--- src/rtl/uart_pkg.sv ---
// Shared UART receive-path types and default sizing.
package uart_pkg;

  localparam int unsigned UART_RX_FIFO_DEPTH     = 16;
  localparam int unsigned UART_RX_FIFO_WATERMARK = 12;

  typedef struct packed {
    logic       err;
    logic [7:0] data;
  } rx_entry_t;

endpackage

--- src/rtl/counter.sv ---
// Wrap-around up-counter with synchronous load (load has priority over enable).
module counter #(
  parameter int unsigned WIDTH = 4
) (
  input  logic             clk,
  input  logic             rst_n,
  input  logic             i_load,
  input  logic [WIDTH-1:0] i_d,
  input  logic             i_en,
  output logic [WIDTH-1:0] o_q
);

  logic [WIDTH-1:0] r_q;

  always_ff @(posedge clk or negedge rst_n) begin
    if (!rst_n) begin
      r_q <= '0;
    end else if (i_load) begin
      r_q <= i_d;
    end else if (i_en) begin
      r_q <= r_q + WIDTH'(1);
    end
  end

  assign o_q = r_q;

endmodule

--- src/rtl/uart_rx_fifo_mem.sv ---
// Dual-port entry array with a registered read port that doubles as the FWFT head register.
module uart_rx_fifo_mem
  import uart_pkg::*;
#(
  parameter int unsigned DEPTH = UART_RX_FIFO_DEPTH
) (
  input  logic                     clk,
  input  logic                     rst_n,
  input  logic                     i_wr_en,
  input  logic [$clog2(DEPTH)-1:0] i_wr_addr,
  input  rx_entry_t                i_wr_data,
  input  logic [$clog2(DEPTH)-1:0] i_rd_addr,
  output rx_entry_t                o_rd_data
);

  rx_entry_t r_mem [DEPTH];
  rx_entry_t r_rd_data;

  always_ff @(posedge clk) begin
    if (i_wr_en) begin
      r_mem[i_wr_addr] <= i_wr_data;
    end
  end

  // Write-first bypass: a byte pushed into the slot that becomes the head shows up next cycle.
  always_ff @(posedge clk or negedge rst_n) begin
    if (!rst_n) begin
      r_rd_data <= '0;
    end else if (i_wr_en && (i_wr_addr == i_rd_addr)) begin
      r_rd_data <= i_wr_data;
    end else begin
      r_rd_data <= r_mem[i_rd_addr];
    end
  end

  assign o_rd_data = r_rd_data;

endmodule

--- src/rtl/uart_rx_fifo.sv ---
// Receive byte FIFO between the UART receiver and the host: FWFT output, framing tags,
// sticky overrun and a watermark flag.
module uart_rx_fifo
  import uart_pkg::*;
#(
  parameter int unsigned DEPTH     = UART_RX_FIFO_DEPTH,
  parameter int unsigned WATERMARK = UART_RX_FIFO_WATERMARK
) (
  input  logic                   clk,
  input  logic                   rst_n,
  input  logic [7:0]             rx_data,
  input  logic                   rx_data_valid,
  input  logic                   framing_err,
  input  logic                   overrun,
  output logic                   host_ready,
  output logic                   clear_framing_err,
  output logic [7:0]             out_data,
  output logic                   out_err,
  output logic                   out_valid,
  input  logic                   out_ready,
  input  logic                   flush,
  input  logic                   clear_overrun,
  output logic                   overrun_sticky,
  output logic [$clog2(DEPTH):0] level,
  output logic                   level_hit
);

  localparam int unsigned AW = $clog2(DEPTH);
  localparam int unsigned LW = AW + 1;
  localparam logic [LW-1:0] LevelFull = LW'(DEPTH);
  localparam logic [LW-1:0] LevelMark = LW'(WATERMARK);

  logic [LW-1:0] r_level;
  logic          r_out_valid;
  logic          r_level_hit;
  logic          r_overrun_sticky;
  logic          r_clear_framing_err;

  logic          w_push;
  logic          w_pop;
  logic [AW-1:0] w_wr_ptr;
  logic [AW-1:0] w_rd_ptr;
  logic [AW-1:0] w_rd_ptr_nxt;
  logic [LW-1:0] w_level_nxt;
  rx_entry_t     w_wr_entry;
  rx_entry_t     w_head;

  assign host_ready = (r_level != LevelFull) & ~flush;
  assign w_push     = rx_data_valid & host_ready;
  assign w_pop      = r_out_valid & out_ready & ~flush;

  counter #(
    .WIDTH (AW)
  ) u_wr_ptr (
    .clk    (clk),
    .rst_n  (rst_n),
    .i_load (flush),
    .i_d    ('0),
    .i_en   (w_push),
    .o_q    (w_wr_ptr)
  );

  counter #(
    .WIDTH (AW)
  ) u_rd_ptr (
    .clk    (clk),
    .rst_n  (rst_n),
    .i_load (flush),
    .i_d    ('0),
    .i_en   (w_pop),
    .o_q    (w_rd_ptr)
  );

  // The head register reads ahead at the pointer value the read counter will hold next cycle.
  always_comb begin
    w_rd_ptr_nxt = w_rd_ptr;
    if (flush) begin
      w_rd_ptr_nxt = '0;
    end else if (w_pop) begin
      w_rd_ptr_nxt = w_rd_ptr + AW'(1);
    end
  end

  always_comb begin
    w_level_nxt = r_level;
    if (flush) begin
      w_level_nxt = '0;
    end else begin
      case ({w_push, w_pop})
        2'b10:   w_level_nxt = r_level + LW'(1);
        2'b01:   w_level_nxt = r_level - LW'(1);
        default: w_level_nxt = r_level;
      endcase
    end
  end

  assign w_wr_entry.err  = framing_err;
  assign w_wr_entry.data = rx_data;

  uart_rx_fifo_mem #(
    .DEPTH (DEPTH)
  ) u_mem (
    .clk       (clk),
    .rst_n     (rst_n),
    .i_wr_en   (w_push),
    .i_wr_addr (w_wr_ptr),
    .i_wr_data (w_wr_entry),
    .i_rd_addr (w_rd_ptr_nxt),
    .o_rd_data (w_head)
  );

  always_ff @(posedge clk or negedge rst_n) begin
    if (!rst_n) begin
      r_level             <= '0;
      r_out_valid         <= 1'b0;
      r_level_hit         <= 1'b0;
      r_overrun_sticky    <= 1'b0;
      r_clear_framing_err <= 1'b0;
    end else begin
      r_level             <= w_level_nxt;
      r_out_valid         <= (w_level_nxt != '0);
      r_level_hit         <= (w_level_nxt >= LevelMark);
      r_clear_framing_err <= w_push & framing_err;
      // Set wins over clear so an overrun coinciding with a clear is never lost.
      if (overrun) begin
        r_overrun_sticky <= 1'b1;
      end else if (clear_overrun) begin
        r_overrun_sticky <= 1'b0;
      end
    end
  end

  assign out_data          = w_head.data;
  assign out_err           = w_head.err;
  assign out_valid         = r_out_valid;
  assign level             = r_level;
  assign level_hit         = r_level_hit;
  assign overrun_sticky    = r_overrun_sticky;
  assign clear_framing_err = r_clear_framing_err;

endmodule
--- config.mk ---
export PLATFORM = sky130hd
export DESIGN_NAME = uart_rx_fifo
export DESIGN_NICKNAME = d
export VERILOG_FILES = /design/src/rtl/uart_pkg.sv /design/src/rtl/counter.sv /design/src/rtl/uart_rx_fifo_mem.sv /design/src/rtl/uart_rx_fifo.sv
export SDC_FILE = /design/constraint.sdc
export NUM_CORES = 1
export LEC_CHECK = 0
export CORE_MARGIN = 2
export CORE_UTILIZATION = 54
export DETAILED_ROUTE_END_ITERATION = 6
export PLACE_DENSITY = 0.73
export SYNTH_ARGS = -nofsm -noshare
export SYNTH_HDL_FRONTEND = slang
export SYNTH_SLANG_ARGS = --single-unit
export TNS_END_PERCENT = 5
--- constraint.sdc ---
create_clock -name clk -period 3.6 [get_ports clk]
set_input_delay 0.72 -clock clk [delete_from_list [all_inputs] [get_ports clk]]
set_output_delay 0.72 -clock clk [all_outputs]
set_load 0.02 [all_outputs]
# Word level (Yosys, flattened, before mapping)
# Memories as Yosys holds them, arrays and structs flattened. A register that Yosys moved wholly into a read port is not among the register bits.
# Index checks and enable logic that the tools add are counted.
dict set report op_classes {
  add_sub_neg 4
  magnitude_cmp 1
  n_eq_ne 3
  muxes 10
  bitwise_logic 6
  n_reduce_logical 4
}
# cell count
set ops {}
lappend ops {{$mux W4} 4}
lappend ops {{$pmux W5 S2} 1}
lappend ops {{$add A4 B1 Y4 const B} 2}
lappend ops {{$add A5 B1 Y5 const B} 1}
lappend ops {{$and A1 B1 Y1} 5}
lappend ops {{$ge A5 B4 Y1 const B} 1}
lappend ops {{$mux W5} 1}
lappend ops {{$ne A5 B5 Y1 const B} 1}
lappend ops {{$reduce_bool A5 Y1} 1}
lappend ops {{$sub A5 B1 Y5 const B} 1}
lappend ops {{$mux W1} 4}
lappend ops {{$reduce_bool A2 Y1} 2}
lappend ops {{$eq A2 B1 Y1 const B} 1}
lappend ops {{$eq A2 B2 Y1 const B} 1}
lappend ops {{$logic_not A1 Y1} 1}
lappend ops {{$not A1 Y1} 1}
dict set report word_totals {
  regBits 17
  ramBits 144
  inputBits 16
  out_inout_bits 19
  elab_cells 36
  n_memories 1
}
# name depth width rd rd_ports_with_merged_regs write_ports line_no
set memory_table {}
lappend memory_table {u_mem.r_mem 16 9 1 1 1 uart_rx_fifo_mem.sv:16} ;# rx_entry_t r_mem [DEPTH];

# Longest topological paths before layout
dict set report logic_depth {
  depth_word 7
  mapped_depth 16
  ltp_nobuf 13
}

# Modules after synthesis
# Synthesis repeated with hierarchy kept, for this count alone.
dict set report hier_totals {
  cells_unflattened 374
  hier_area_um2 7139.3
}
# mod instances cells_per_inst area_each_um2 seq_area_each_um2
set modules_own_cells {}
lappend modules_own_cells {uart_rx_fifo_mem 1 267 6085.8 4549.4}
lappend modules_own_cells {uart_rx_fifo 1 71 648.1 225.2}
lappend modules_own_cells {counter 2 18 202.7 100.1}

# Worst setup path before layout
# No wires, ideal clock.
dict set report synth_timing {
  path_type {input to register}
  startpoint {input port flush}
  endpoint {register r_out_valid, in the netlist out_valid}
  setup_time_ps 139
  arrival_time_ps 3859
  required_ps 3461
  path_slack_ps -397
  path_stages 15
  n_path_buf 3
  cell_sequence {buf_2 -> a21oi_1 -> and2_1 -> clkbuf_1 -> clkinv_1 -> ha_1 -> clkbuf_1 -> xor2_1 -> ha_1 -> a21oi_1 -> o21bai_1 -> a222oi_1 -> or3_1 -> a21oi_1 -> or4_1}
}
dict set report synth_between {
  elab_chain_cells 7
  elab_cells_between_ends 9
  cone_classes {eq/ne (2); mux (2); bitwise (4); reduce/logical (1)}
}
# element line_no
set synth_lines {}
lappend synth_lines {{start: declaration} uart_rx_fifo.sv:21} ;# input logic flush,
lappend synth_lines {{$not A1 Y1 *} uart_rx_fifo.sv:48} ;# assign host_ready = (r_level != LevelFull) & ~flush;
lappend synth_lines {{$and A1 B1 Y1 *} uart_rx_fifo.sv:48}
lappend synth_lines {{via host_ready} uart_rx_fifo.sv:15} ;# output logic host_ready,
lappend synth_lines {{$and A1 B1 Y1 *} uart_rx_fifo.sv:49} ;# assign w_push = rx_data_valid & host_ready;
lappend synth_lines {{$eq A2 B1 Y1 or $eq A2 B2 Y1 (tied branches)} uart_rx_fifo.sv:89} ;# case ({w_push, w_pop})
lappend synth_lines {{$pmux W5 S2 *} uart_rx_fifo.sv:89}
lappend synth_lines {{$mux W5 *} uart_rx_fifo.sv:86} ;# if (flush) begin
lappend synth_lines {{via w_level_nxt[4]} uart_rx_fifo.sv:44} ;# logic [LW-1:0] w_level_nxt;
lappend synth_lines {{$reduce_bool A5 Y1 *} uart_rx_fifo.sv:121} ;# r_out_valid <= (w_level_nxt != '0);
lappend synth_lines {{end signal: assignment} uart_rx_fifo.sv:121}
lappend synth_lines {{end: declaration} uart_rx_fifo.sv:34} ;# logic r_out_valid;
# Mark *: on every way through the listed nets, which the timed path passes. The rest lies on a longest branch.
# A chain may end at the register's enable or synchronous reset.

# Worst setup path after layout
dict set report layout_timing {
  startpoint {input port flush}
  endpoint {register r_out_valid, in the netlist out_valid}
}
dict set report layout_between {
  elab_chain_cells 7
  elab_cells_between_ends 9
  cone_classes {eq/ne (2); mux (2); bitwise (4); reduce/logical (1)}
}
# element line_no
set layout_lines {}
lappend layout_lines {{$not A1 Y1} {uart_rx_fifo.sv:48, uart_rx_fifo.sv:50}}
lappend layout_lines {{$and A1 B1 Y1} uart_rx_fifo.sv:48}
lappend layout_lines {{$and A1 B1 Y1} uart_rx_fifo.sv:49}
lappend layout_lines {{$eq A2 B1 Y1 or $eq A2 B2 Y1 (tied branches)} uart_rx_fifo.sv:89}
lappend layout_lines {{$pmux W5 S2} uart_rx_fifo.sv:89}
lappend layout_lines {{$mux W5 *} uart_rx_fifo.sv:86}
lappend layout_lines {{via w_level_nxt[4]} uart_rx_fifo.sv:44}
lappend layout_lines {{$reduce_bool A5 Y1 *} uart_rx_fifo.sv:121}
# Marks and branches as above.

==> summary.md <==
| Metric | Value |
|---|---|
| Power, Total | `4.51 mW` |
| Most frequent cells in the layout | `edfxtp_1, nand2_1, clkdlybuf4s50_1` |
| Antenna Nets Post-Route | `0` |
| Antenna diode count | `0` |
| First-pass GRT wire length | `about 26000 microns` |
| Crit path required time | `3890 ps` |
| CTS Buf Count | `17` |
| Largest net degree at the start of global routing | `54` |
| Die Ht | `120 microns` |
| DRC violations left | `0` |
| CTS tree | `done` |
| Die ar. | `about 0.014 sq mm` |
| Yosys cell types | `51` |
| Initial antenna violation count | `0` |
| Routability congestion estimate | `about 0.85` |
| Crit. End Element | `flip-flop` |
| DRT Pass-1 Iters | `6` |
| Port bufs | `34` |
| HPWL after DPL | `10600 microns` |
| Final cell count without fillers | `approximately 780` |
| CP max-delay cell | `clkdlybuf4s50_1` |
| Worst Setup Start Kind | `input port` |
| Root buffer cell | `clkbuf_16` |
| Reg clk slew, reported paths | `about 60 ps` |
| Total global routing overflow | `0` |
| Longest Clk Path Bufs | `2` |
| Async SR Flop Fraction | `between 15 and 20%` |
| Normalized max-slew margin | `49.6%` |
| DR WL/cell | `about 21 microns` |
| Number of synthesized flops with an enable pin | `about 140` |
| Synth warn | `0` |
| Crit-path max cell delay | `490 ps` |
| Sequential share of the synthesized area | `69.0%` |
| VDD IR max | `between 0.2 and 0.3 mV` |
| Cell Chain, Critical Path | `clkdlybuf4s50_1, a21oi_4, and2_1, clkinv_2, ha_1, xor2_1, ha_1, a21oi_1, o21bai_1, a222oi_1, or3_1, a21oi_1, or4_1` |
| Number of global-route vias before repair | `~4600` |
| Die Wd | `~120 microns` |
| Post-Layout Inst Area | `roughly 0.0085 sq mm` |
| Clock Skews | `between 9 and 10 ps` |
| Area of the multi-input gates | `~0.0020 sq mm` |
| # IOs | `35` |
| Setup Slack @ Placement | `-20.8 ps` |
| Placed Cells | `746` |
| Total clock sinks | `between 150 and 200` |
| Synth Instances | `about 540` |
| Worst setup margin | `roughly 360 ps` |
| Site Rows | `42` |
| Via total after detailed routing | `approximately 4800` |
| Unrepaired setup endpoints after global routing | `false` |
| DP Area | `between 0.007 and 0.008 sq mm` |
| MaxCap Viol Count | `0` |
| Hold Crit Class | `reg -> reg` |
| DR vias/cell | `slightly above 6` |
| Post-CTS Resized | `0` |
| Fin util | `64.6%` |
| Top FF cell, synth | `edfxtp_1` |
| Total GRT Usage | `roughly a quarter` |
| Final setup violation count | `0` |
| Kind of critical path | `in -> reg` |
| Post-Route WL | `16500 microns` |
| Htree depth | `4` |
| Arrival time at the worst endpoint | `around 3500 ps` |
| Worst-Margin Slew | `753 ps` |
| Setup Total Neg Slack | `0 ps` |
| LEAKAGE | `roughly 3.0 nW` |
| Hold_ws | `a little under 500 ps` |
| Fmax | `a little over 300 MHz` |
| Share of layout cells above drive strength 1 | `11.8%` |
| Mean area per synthesized cell | `~13 sq um` |
| Flops & latches, synth | `170` |
| Most common cell after layout, fill and taps aside | `edfxtp_1` |
| Register area | `~0.0050 sq mm` |
| # fillers | `~950` |
| Post-CTS Hold Fix Bufs | `0` |
| Area Overhead vs Synth | `17.7%` |
| Post-CTS setup buffers | `0` |
| Final Cycle Share | `about nine tenths` |
| Slew Viols, Final | `0` |
| Worst-skew pair later-pin latency | `around 420 ps` |
| Maximum net fanout on the critical path | `3` |
| Power per Cell Area | `531 mW/mm^2` |
| Initial core utilization | `between 50 and 60%` |
| Synthesized cell area | `between 0.007 and 0.008 sq mm` |
| Post-route minimum period | `roughly 3200 ps` |
| Fin. Hold Viols | `0` |
| Synth Net Count | `between 500 and 600` |
| Status | `finished, final reports clean` |
| Core Region | `0.0131 sq mm` |
| Nets | `~610` |
| Starting DRC count in detailed routing | `between 500 and 600` |
## cell families after synthesis
group / count (synthesis) / synth area share [%]
muxes: 30 / 4.39
AOI/OAI and AO/OA: 96 / 9.93
buffers and inverters: 62 / 3.75
adders and majority gates: 8 / 1.39
and+or+nand+nor: 163 / 10.3
xor gates and xnor gates: 10 / 1.22
DFF: 170 / 69.0
## layout make-up
type	count	share of cell area (%)
clock buffers	18	5.06
clock inverters	14	1.58
inverters	30	1.40
multi-input cells	307	23.7
flip-flops and latches	170	58.7
well taps	176	2.60
repair buffers	63	7.02
## sequential cells by signal, indices dropped and copies added, names as in the netlist
register / count
u_rd_ptr.o_q: 4
out_valid: 1
overrun_sticky: 1
level_hit: 1
u_mem.o_rd_data: 9
u_mem.r_mem: 144
u_wr_ptr.o_q: 4
clear_framing_err: 1
level: 5
## routing by layer
metal / up-vias / GRT usage, % / wire [microns]
met5: - / 0 / 0
met4: 0 / 8.97 / 337
met3: 30 / 5.09 / 1190
met2: 238 / 39.5 / 8310
met1: 2379 / 31.9 / 6700
li1: 2128 / - / -
## where the power goes
group	total (mW)	switching, mW	internal (mW)
clock	1.73	0.760	0.967
sequential	2.22	0.0353	2.19
combinational	0.556	0.343	0.213
total	4.51	1.14	3.37
## worst max-delay path, delay by kind of cell
family / cells / cell delay [ps]
xor gates and xnor gates: 1 / 150
AOI/OAI and AO/OA: 5 / 900
buffers and inverters: 2 / 560
and+or+nand+nor: 3 / 820
adders and majority gates: 2 / 380
## cell usage after synthesis (2+ instances only)
library cell / count / area, sq um
a211oi_1: 32 / 240
a21o_1: 2 / 15.0
a21oi_1: 6 / 30.0
a311o_1: 2 / 20.0
a311oi_1: 16 / 140
a31oi_1: 9 / 56.3
and2_1: 7 / 43.8
and3_1: 4 / 25.0
buf_1: 2 / 7.51
buf_2: 8 / 40.0
buf_6: 3 / 33.8
clkbuf_1: 19 / 71.3
clkinv_1: 2 / 7.51
dfrtp_1: 26 / 651
edfxtp_1: 144 / 4320
ha_1: 8 / 100
inv_1: 27 / 101
mux2i_1: 28 / 280
nand2_1: 80 / 300
nand3_1: 23 / 115
nand4_1: 2 / 12.5
nor2_1: 18 / 67.6
nor2b_1: 3 / 18.8
nor3_1: 12 / 60.1
nor4_1: 5 / 31.3
o2111ai_1: 8 / 70.1
o21ai_0: 11 / 55.1
xnor2_1: 5 / 43.8
xor2_1: 5 / 43.8
## worst paths after layout
kind	slack, ps	startpoint	end	cells past startpoint
max	360	flush	out_valid	13
min	480	overrun_sticky	overrun_sticky	1
max reg2reg	460	level[1]	out_valid	13
min reg2reg	480	overrun_sticky	overrun_sticky	1
max in group asynchronous	2670	rst_n	overrun_sticky	2
min in group asynchronous	670	rst_n	level[2]	2
Power figures use the tool's default switching activity.
==> patch: new RTL, config.mk and constraints unchanged <==
Register the output `level` once more, with the module's reset; this adds one clock of latency there. The other outputs are not delayed to match.
--- a/src/rtl/uart_rx_fifo.sv
+++ b/src/rtl/uart_rx_fifo.sv
@@ -134,5 +134,11 @@
   assign out_err           = w_head.err;
   assign out_valid         = r_out_valid;
-  assign level             = r_level;
+  always_ff @(posedge clk or negedge rst_n) begin
+    if (!rst_n) begin
+      level <= '0;
+    end else begin
+      level <= r_level;
+    end
+  end
   assign level_hit         = r_level_hit;
   assign overrun_sticky    = r_overrun_sticky;
Check against the original RTL: not equivalent (Yosys sat finds a counterexample within 4 cycles, from zero or initial values and one cycle with rst_n low).
==> patch against the unedited design <==
  * Total power rose by 5.0%
  * Clock power grew 9%
  * Cell count increased by 1.0%
  * Non-clock buffer count up 3
  * Sequential cell count is 5 higher
  * Synthesized cell count is 0.93% higher
  * Highest routed layer unchanged
  * Area after synthesis rose by 1.7%
  * First-iteration DRC count fell by 5.9%
  * Die area grew 1.7%
  * Sequential share of layout area increased by 0.13 points
  * Final area increased by 2.3%
  * Critical path type is now reg -> reg
  * Worst setup slack worse by 0.056 ns
  * Largest cell class unchanged
  * Routed wire length down 1.8%
==> patch: results (changes against the unedited design) <==
outcome: finished clean (unchanged)
fraction of final layout cells sized beyond drive strength 1: 0.121 (was 0.118)
CP startpoint: r_level[1]$_DFF_PN0_ (was flush)
Final Power: 4.73 mW (was 4.51 mW)
ys async rst share: 0.177 (was 0.153)
DP HPWL: 10700 um (was 10600 um)
clk_skew: 0.00708 ns (was 0.00966 ns)
routed vias/inst: 5.94 (was 6.14)
Post-Synth XOR/XNOR Area: 0.0119 (was 0.0122)
mux share of post-synthesis cell area: 0.0432 (was 0.0439)
Non-clk bufs: 66 (was 63)
first-pass GRT wire length: 26000 um (was 25500 um)
Syn Nets: 568 (was 563)
multi-input logic area: 2000 um2 (was 2010 um2)
DR WL met3: 1110 um (was 1190 um)
Comb power frac: 0.119 (was 0.123)
vias in the first global route: 4658 (was 4615)
Top delay family on crit path: simple AND/OR/NAND/NOR gates (was compound AO/OA/AOI/OAI gates)
Routed WL per cell: 20.7 um (was 21.3 um)
R2R Setup Slk: 0.31 ns (was 0.46 ns)
P_int: 3.62 mW (was 3.37 mW)
CP Max Fanout: 7 (was 3)
fmax: 0.304 GHz (was 0.309 GHz)
Sequential Area: 5100 um2 (was 4970 um2)
nets: 621 (was 613)
register bit total from synthesis: 175 (was 170)
synth cell count leaders: edfxtp_1, nand2_1, a211oi_1, dfrtp_1, mux2i_1 (was edfxtp_1, nand2_1, a211oi_1, mux2i_1, inv_1)
largest net degree at the start of global routing: 37 (was 54)
Synth Instances: 544 (was 539)
cell leakage power: 3.10 nW (was 2.99 nW)
Crit path arrival time: 3.59 ns (was 3.53 ns)
Filler Cell Count: 964 (was 946)
dpl ws: -0.0301 ns (was -0.0208 ns)
Slowest cell on crit path: nor4_1 (was clkdlybuf4s50_1)
Synth Area in Adders: 0.0136 (was 0.0139)
patch: changes by cell type after synthesis, sizes merged:
cell,change
dfrtp,+5
patch: layer usage:
layer | vias up | GRT usage
met1 | 2288 | 0.335
li1 | 2152 | -
met2 | 197 | 0.380
met3 | 32 | 0.0575
met4 | 0 | 0.0945
met5 | - | 0
patch: worst min-delay path by stage:
stage,from,end,slack (ns),cells after the start
global route,r_level[4]$_DFF_PN0_,level[4]$_DFF_PN0_,0.52,0
detailed placement,r_level[4]$_DFF_PN0_,level[4]$_DFF_PN0_,0.49,0
global placement,overrun_sticky$_DFFE_PN0P_,overrun_sticky$_DFFE_PN0P_,0.46,1
finish,r_level[4]$_DFF_PN0_,level[4]$_DFF_PN0_,0.50,0
floorplan,r_level[2]$_DFF_PN0_,level[2]$_DFF_PN0_,0.35,0
CTS,r_level[4]$_DFF_PN0_,level[4]$_DFF_PN0_,0.50,0
